==> src/rtl/score_pkg.sv <==
// Shared definitions for the score video decoder: segment indices, digit
// patterns, FSM states, display window / cell / segment-region constants.
package score_pkg;

  // Segment bit positions inside a 7-bit pattern (bit 0 = a ... bit 6 = g)
  typedef enum logic [2:0] {
    SEG_A = 3'd0,
    SEG_B = 3'd1,
    SEG_C = 3'd2,
    SEG_D = 3'd3,
    SEG_E = 3'd4,
    SEG_F = 3'd5,
    SEG_G = 3'd6
  } seg_idx_e;

  typedef enum logic [1:0] {
    ST_WAIT    = 2'd0,
    ST_ACCUM   = 2'd1,
    ST_DECODE  = 2'd2,
    ST_PUBLISH = 2'd3
  } dec_state_e;

  // Digit patterns, bit order gfedcba
  localparam logic [6:0] PAT_BLANK = 7'h00;
  localparam logic [6:0] PAT_0     = 7'h3F;
  localparam logic [6:0] PAT_1     = 7'h06;
  localparam logic [6:0] PAT_2     = 7'h5B;
  localparam logic [6:0] PAT_3     = 7'h4F;
  localparam logic [6:0] PAT_4     = 7'h66;
  localparam logic [6:0] PAT_5     = 7'h6D;
  localparam logic [6:0] PAT_6     = 7'h7C;
  localparam logic [6:0] PAT_7     = 7'h07;
  localparam logic [6:0] PAT_8     = 7'h7F;
  localparam logic [6:0] PAT_9     = 7'h67;

  // Display window: VCNT 32..63 is exactly VCNT[7:5] == 3'b001
  localparam logic [7:0] WIN_V_FIRST = 8'd32;
  localparam logic [7:0] WIN_V_DONE  = 8'd64;
  localparam logic [2:0] WIN_V_TAG   = 3'b001;

  // Digit cells selected by HCNT[8:5] (32-pixel columns)
  localparam logic [3:0] CELL_P1_TENS  = 4'd4;   // H 128..159
  localparam logic [3:0] CELL_P1_UNITS = 4'd5;   // H 160..191
  localparam logic [3:0] CELL_P2_TENS  = 4'd10;  // H 320..351
  localparam logic [3:0] CELL_P2_UNITS = 4'd11;  // H 352..383

  // Cell-local segment region bounds
  localparam logic [4:0] REG_H_LEFT_LO  = 5'd16;
  localparam logic [4:0] REG_H_LEFT_HI  = 5'd19;
  localparam logic [4:0] REG_H_RIGHT_LO = 5'd28;
  localparam logic [4:0] REG_V_TOP_HI   = 5'd3;
  localparam logic [4:0] REG_V_MID_LO   = 5'd12;
  localparam logic [4:0] REG_V_UPPER_HI = 5'd15;
  localparam logic [4:0] REG_V_LOWER_LO = 5'd16;
  localparam logic [4:0] REG_V_BOT_LO   = 5'd28;

  // Segments whose region contains cell-local pixel (h, v); regions overlap
  function automatic logic [6:0] seg_hits(input logic [4:0] h, input logic [4:0] v);
    logic [6:0] m;
    logic       in_body;
    logic       left_col;
    logic       right_col;
    in_body   = (h >= REG_H_LEFT_LO);
    left_col  = in_body && (h <= REG_H_LEFT_HI);
    right_col = (h >= REG_H_RIGHT_LO);
    m         = 7'd0;
    m[SEG_A]  = in_body   && (v <= REG_V_TOP_HI);
    m[SEG_F]  = left_col  && (v <= REG_V_UPPER_HI);
    m[SEG_E]  = left_col  && (v >= REG_V_LOWER_LO);
    m[SEG_B]  = right_col && (v <= REG_V_UPPER_HI);
    m[SEG_C]  = right_col && (v >= REG_V_LOWER_LO);
    m[SEG_G]  = in_body   && (v >= REG_V_MID_LO) && (v <= REG_V_UPPER_HI);
    m[SEG_D]  = in_body   && (v >= REG_V_BOT_LO);
    return m;
  endfunction

endpackage

==> src/rtl/seg7_decode.sv <==
// Seven-segment pattern to digit lookup; tens cells accept only blank or "1".
module seg7_decode
  import score_pkg::*;
(
  input  logic [6:0] seg,
  input  logic       tens_mode,
  output logic [3:0] digit,
  output logic       valid
);

  // Pattern lookup; anything not listed is reported invalid
  always_comb begin
    digit = 4'd0;
    valid = 1'b0;
    if (tens_mode) begin
      case (seg)
        PAT_BLANK: begin digit = 4'd0; valid = 1'b1; end
        PAT_1:     begin digit = 4'd1; valid = 1'b1; end
        default:   begin digit = 4'd0; valid = 1'b0; end
      endcase
    end else begin
      case (seg)
        PAT_0:   begin digit = 4'd0; valid = 1'b1; end
        PAT_1:   begin digit = 4'd1; valid = 1'b1; end
        PAT_2:   begin digit = 4'd2; valid = 1'b1; end
        PAT_3:   begin digit = 4'd3; valid = 1'b1; end
        PAT_4:   begin digit = 4'd4; valid = 1'b1; end
        PAT_5:   begin digit = 4'd5; valid = 1'b1; end
        PAT_6:   begin digit = 4'd6; valid = 1'b1; end
        PAT_7:   begin digit = 4'd7; valid = 1'b1; end
        PAT_8:   begin digit = 4'd8; valid = 1'b1; end
        PAT_9:   begin digit = 4'd9; valid = 1'b1; end
        default: begin digit = 4'd0; valid = 1'b0; end
      endcase
    end
  end

endmodule

==> src/rtl/score_video_decoder.sv <==
// Recovers the two player scores from the rendered score video. Lit pixels
// are OR-ed into per-cell segment accumulators over one display window, the
// four digits are decoded, and a new pair only becomes stable after it has
// been seen on two consecutive valid frames.
module score_video_decoder
  import score_pkg::*;
(
  input  logic       CLK_DRV,
  input  logic       RST_N,
  input  logic [8:0] HCNT,
  input  logic [7:0] VCNT,
  input  logic       SCORE,
  output logic [4:0] P1_SCORE,
  output logic [4:0] P2_SCORE,
  output logic       FRAME_VALID,
  output logic       SCORE_CHG,
  output logic       DEC_ERR
);

  logic [8:0]      h_r;
  logic [7:0]      v_r;
  logic            score_r;
  dec_state_e      state_r;
  logic [3:0][6:0] acc_r;
  logic [4:0]      cand_p1_r;
  logic [4:0]      cand_p2_r;

  logic            in_win_s;
  logic            cell_en_s;
  logic [1:0]      cell_idx_s;
  logic [6:0]      pix_mask_s;
  logic [3:0][3:0] dig_s;
  logic [3:0]      dig_valid_s;
  logic [4:0]      p1_dec_s;
  logic [4:0]      p2_dec_s;

  // Input stage: counters and video are captured together so they stay aligned
  always_ff @(posedge CLK_DRV or negedge RST_N) begin
    if (!RST_N) begin
      h_r     <= 9'd0;
      v_r     <= 8'd0;
      score_r <= 1'b0;
    end else begin
      h_r     <= HCNT;
      v_r     <= VCNT;
      score_r <= SCORE;
    end
  end

  // Which digit cell the registered pixel falls in, and which segments it lights
  always_comb begin
    in_win_s   = (v_r[7:5] == WIN_V_TAG);
    cell_en_s  = 1'b0;
    cell_idx_s = 2'd0;
    case (h_r[8:5])
      CELL_P1_TENS:  begin cell_en_s = 1'b1; cell_idx_s = 2'd0; end
      CELL_P1_UNITS: begin cell_en_s = 1'b1; cell_idx_s = 2'd1; end
      CELL_P2_TENS:  begin cell_en_s = 1'b1; cell_idx_s = 2'd2; end
      CELL_P2_UNITS: begin cell_en_s = 1'b1; cell_idx_s = 2'd3; end
      default:       begin cell_en_s = 1'b0; cell_idx_s = 2'd0; end
    endcase
    if (in_win_s && cell_en_s && score_r) begin
      pix_mask_s = seg_hits(h_r[4:0], v_r[4:0]);
    end else begin
      pix_mask_s = 7'd0;
    end
  end

  // Cells 0 and 2 are tens digits, 1 and 3 are units digits
  for (genvar i = 0; i < 4; i++) begin : g_dec
    localparam logic TENS = ((i % 2) == 0) ? 1'b1 : 1'b0;
    seg7_decode u_seg7_decode (
      .seg       (acc_r[i]),
      .tens_mode (TENS),
      .digit     (dig_s[i]),
      .valid     (dig_valid_s[i])
    );
  end

  // Player scores as 10*tens + units (tens*8 + tens*2)
  always_comb begin
    p1_dec_s = ({1'b0, dig_s[0]} << 3'd3) + ({1'b0, dig_s[0]} << 3'd1) + {1'b0, dig_s[1]};
    p2_dec_s = ({1'b0, dig_s[2]} << 3'd3) + ({1'b0, dig_s[2]} << 3'd1) + {1'b0, dig_s[3]};
  end

  // Frame FSM: accumulate a full window, decode, then publish with pulses
  always_ff @(posedge CLK_DRV or negedge RST_N) begin
    if (!RST_N) begin
      state_r     <= ST_WAIT;
      acc_r       <= '0;
      cand_p1_r   <= 5'd0;
      cand_p2_r   <= 5'd0;
      P1_SCORE    <= 5'd0;
      P2_SCORE    <= 5'd0;
      FRAME_VALID <= 1'b0;
      SCORE_CHG   <= 1'b0;
      DEC_ERR     <= 1'b0;
    end else begin
      FRAME_VALID <= 1'b0;
      SCORE_CHG   <= 1'b0;
      DEC_ERR     <= 1'b0;
      case (state_r)
        ST_WAIT: begin
          // Only a window entered on its first line is decoded; the first
          // pixel of that line is kept while the rest is cleared
          if (v_r == WIN_V_FIRST) begin
            state_r            <= ST_ACCUM;
            acc_r              <= '0;
            acc_r[cell_idx_s]  <= pix_mask_s;
          end else begin
            state_r <= ST_WAIT;
          end
        end
        ST_ACCUM: begin
          if (v_r == WIN_V_DONE) begin
            state_r <= ST_DECODE;
          end else if (!in_win_s) begin
            state_r <= ST_WAIT;
          end else begin
            acc_r[cell_idx_s] <= acc_r[cell_idx_s] | pix_mask_s;
          end
        end
        ST_DECODE: begin
          // Decision is registered here so the pulses appear during PUBLISH
          state_r <= ST_PUBLISH;
          if (!(&dig_valid_s)) begin
            DEC_ERR <= 1'b1;
          end else begin
            FRAME_VALID <= 1'b1;
            if ((p1_dec_s == cand_p1_r) && (p2_dec_s == cand_p2_r)) begin
              P1_SCORE  <= cand_p1_r;
              P2_SCORE  <= cand_p2_r;
              SCORE_CHG <= (cand_p1_r != P1_SCORE) || (cand_p2_r != P2_SCORE);
            end else begin
              cand_p1_r <= p1_dec_s;
              cand_p2_r <= p2_dec_s;
            end
          end
        end
        ST_PUBLISH: begin
          state_r <= ST_WAIT;
        end
        default: begin
          state_r <= ST_WAIT;
        end
      endcase
    end
  end

endmodule

==> config.mk <==
export PLATFORM = sky130hd
export DESIGN_NAME = score_video_decoder
export DESIGN_NICKNAME = d
export VERILOG_FILES = /design/src/rtl/score_pkg.sv /design/src/rtl/seg7_decode.sv /design/src/rtl/score_video_decoder.sv
export SDC_FILE = /design/constraint.sdc
export NUM_CORES = 1
export LEC_CHECK = 0
export ABC_AREA = 1
export BUFFER_PORTS_ARGS = -buffer_cell sky130_fd_sc_hd__buf_2
export CORE_ASPECT_RATIO = 0.75
export CORE_MARGIN = 10
export CORE_UTILIZATION = 60
export DETAILED_ROUTE_END_ITERATION = 10
export PLACE_DENSITY = 0.76
export SYNTH_ARGS = -nofsm -noshare
export SYNTH_HDL_FRONTEND = slang
export SYNTH_HIERARCHICAL = 1
export SYNTH_SLANG_ARGS = --single-unit
==> constraint.sdc <==
create_clock -name CLK_DRV -period 8.5 [get_ports CLK_DRV]
set_clock_uncertainty 0.15 [all_clocks]
set_input_delay 0 -clock CLK_DRV [delete_from_list [all_inputs] [get_ports CLK_DRV]]
set_output_delay 0 -clock CLK_DRV [all_outputs]
set_load 0.02 [all_outputs]
==> summary.md <==
| Metric | Value |
|---|---|
| Die area | 12,000 um^2 |
| Cts repair resizes | 0 |
| Crit end category | flop |
| Clk Latency, worst-skew pair | 370 ps |
| Synth Instances | 715 |
| I/O Buffers | 30 |
| R2r endpoint | P2_SCORE[1] |
| Power density cells | 127 nW/um^2 |
| RD Place Congestion | 0.973 |
| Antenna violations before repair | 0 |
| Row count | 28 |
| Hold path depth | 2 |
| R2R Path Start | acc_r[3] |
| Final instance area | 5470 um^2 |
| Clock tree from TritonCTS | built |
| Post-synth EDFFs | 0 |
| Max clock buf depth | 2 |
| Hold WS | 123 ps |
| Ports | 33 |
| Fmax | 263 MHz |
| First-pass GRT wire length | 20.1 mm |
| Leak | 2.92 nW |
| Inserted Clock Buffers | 9 |
| Internal power consumption | 0.501 mW |
| Setup TNS | 0 ps |
| Post-synth top flop | dfrtp_1 |
| Cell area after synthesis | 4780 um^2 |
| Final Hold Fails | 0 |
| P&R area growth vs syn | 14.4% |
| GR Overflow Total | 0 |
| Worst IR Drop VDD | 108 uV |
| Mapped Avg Cell Area | 6.68 um^2 |
| NetSw | 0.193 mW |
| Flop pwr share | 50.6% |
| Largest net degree at the start of global routing | 70 |
| Most frequent cells in the layout | 290 x nand2_1, 88 x inv_1, 69 x dfrtp_1 |
| Post-synthesis sequential area ratio | 36.1% |
| Share of cells above drive strength 1 | 14.1% |
| Detailed placer's ending HPWL | 8.88 mm |
| Synth async-reset ratio | 100% |
| Fin crit share | 44.8% |
| Clock power frac | 39.6% |
| Total GRT Usage | 20.5% |
| Flop2flop setup slack | 4690 ps |
| Critical Path Source Type | flop |
| DRC violations left | 0 |
| Pre-Repair DR Iteration Count | 5 |
| Die Ht | 97.3 um |
| Max capacitance violation total | 0 |
| Routed len/inst | 13.1 um |
| Via count | 4,586 |
| CTS sink count | 69 |
| Vias in the first global route | 4,364 |
| Clk slew on worst S/H paths | 80 ps |
| Sw frac | 27.8% |
| CORE AREA | 7810 um^2 |
| Commonest non-fill, non-tap cell in the layout | nand2_1 |
| Worst rel slew slack | 41.7% |
| Post-CTS Setup Bufs | 0 |
| Status | finished, final reports clean |
| Antenna Cells | 0 |
| Die W | 123 um |
| Post-layout util | 70.0% |
| DRT iter0 DRCs | 436 |
| Slew at the pin with the worst max-slew slack | 875 ps |
| CP Max Fanout | 11 |
| Post-synth cell types | 39 |
| Clock Tree Root | clkbuf_8 |
| Worst Hold Class | input port to flop |
| H-tree Lvls | 3 |
| Tot Pwr | 0.695 mW |
| Final setup viols | 0 |
| Worst-case reg-to-reg path depth | 18 |
| Yosys warns | 6 |
| Synthesized flop and latch total | 69 |
| Vias per cell | 5.11 |
| Hold Startpoint | VCNT[4] |
| Min Tclk post-route | 3810 ps |
| Initial Util | 61.2% |
| RSZ-0062 raised after global routing | false |
| Antenna violation net count after detailed routing | 0 |
| DRT Wirelength | 11.8 mm |
| Final #Nets | 817 |
| Max Slew Vio Count | 0 |
| Worst Path Arrival | 3910 ps |
| Logic gate share of total power | 9.8% |
| Worst Path Required | 8600 ps |
| Hold endpoint | v_r[4] |
| Placed cell areas | 5100 um^2 |
| Critical path type | flop to flop |
-- layout make-up --
class	instances	area (um^2)
Fill cell	711	2340
Clock inverter	7	75.1
Inverter	101	379
Timing Repair Buffer	48	328
Tap cell	105	131
Clock buffer	9	124
Sequential cell	69	1730
Multi-Input combinational cell	558	2710
-- cell families (layout without fill, tap and decap cells) --
group	after synthesis	after routing	share of synthesized area, %
AO/OA/AOI/OAI	31	31	4.87
XOR/XNOR	9	9	1.65
adder cells (fa/ha/maj)	10	10	3.25
buffers and inverters	106	165	8.69
flip-flops	69	69	36.1
other	2	20	0.157
AND/OR/NAND/NOR	488	488	45.3
-- layer usage --
metal	GRT usage (%)	share of wire, %	routed length [um]
met4	4.47	0.77	91
met1	28.1	46	5420
met5	0	0	0
met3	6.39	7.4	869
met2	31.0	46	5380
-- metrics by stage --
| stage | setup WS, ps | cells |
|---|---|---|
| final | 4690 | 897 |
| after global routing | 4440 | 897 |
| after CTS | 4690 | 897 |
| after detailed placement | 4710 | 864 |
| after global placement | 4770 | 864 |
| after floorplan | 5320 | 733 |
-- power by group through the flow --
stage                     registers (mW)  logic, mW  clock network (mW)
after floorplan                    0.355     0.0417                   0
after global placement             0.357     0.0592                   0
after detailed placement           0.357     0.0615                   0
after CTS                          0.351     0.0678               0.279
after global routing               0.353     0.0774               0.291
final                              0.351     0.0683               0.275
-- synthesized netlist by cell type, types with 2 or more instances --
cell | n | area share [%]
nand3_1 | 63 | 6.6
nor3_1 | 9 | 0.94
ha_1 | 6 | 1.6
o21ai_0 | 8 | 0.84
nand3b_1 | 2 | 0.31
buf_2 | 2 | 0.21
nand4_1 | 9 | 1.2
xor2_1 | 4 | 0.73
buf_6 | 2 | 0.47
a21oi_1 | 11 | 1.2
nor2_4 | 4 | 0.94
a21oi_4 | 3 | 1.0
nor2_2 | 16 | 2.1
inv_1 | 88 | 6.9
conb_1 | 2 | 0.16
nor2_1 | 64 | 5.0
inv_2 | 12 | 0.94
nand2_1 | 290 | 23
nand3_2 | 2 | 0.42
o21ai_2 | 2 | 0.37
nand2_2 | 15 | 2.0
nor3b_1 | 5 | 0.79
or2_2 | 4 | 0.52
xnor2_1 | 5 | 0.92
dfrtp_1 | 69 | 36
o21ai_1 | 2 | 0.21
fa_1 | 4 | 1.7
-- worst max-delay path: stages, from the launching register on --
cell and delay, ps:
dfrtp_1 430, inv_1 90, nand2_1 80, nor2_1 170, nand2_1 120, o21ai_0 340
fa_1 460, inv_1 90, fa_1 420, nand2_1 80, clkinv_1 90, nor2_4 150
nand2_2 80, nor2_4 130, nand3_4 110, nor2_4 290, nand2_2 240, nand2_1 110
nand2_1 60
-- timing repair --
action                                  4_1_cts  5_1_grt
endpoints found under the setup margin        0        0
endpoints found under the hold margin        85        0
hold buffers                                 17        0
-- worst max-delay path by stage --
stage          startpoint          end  slack (ps)
2_1_floorplan    acc_r[5]  P1_SCORE[3]        5320
3_3_place_gp     acc_r[5]  P2_SCORE[2]        4770
3_5_place_dp     acc_r[5]  P2_SCORE[1]        4710
4_1_cts          acc_r[5]  P1_SCORE[2]        4690
5_1_grt          acc_r[4]  P1_SCORE[2]        4440
6_report         acc_r[3]  P2_SCORE[1]        4690
-- flip-flops by register name (all words and copies together) (netlist names), named ones only --
name	cells
cand_p2_r	5
state_r	1
h_r	7
cand_p1_r	5
score_r	1
SCORE_CHG	1
v_r	8
FRAME_VALID	1
P2_SCORE	5
DEC_ERR	1
P1_SCORE	5
acc_r	28
Note: power is estimated with default switching activity, not from simulation.
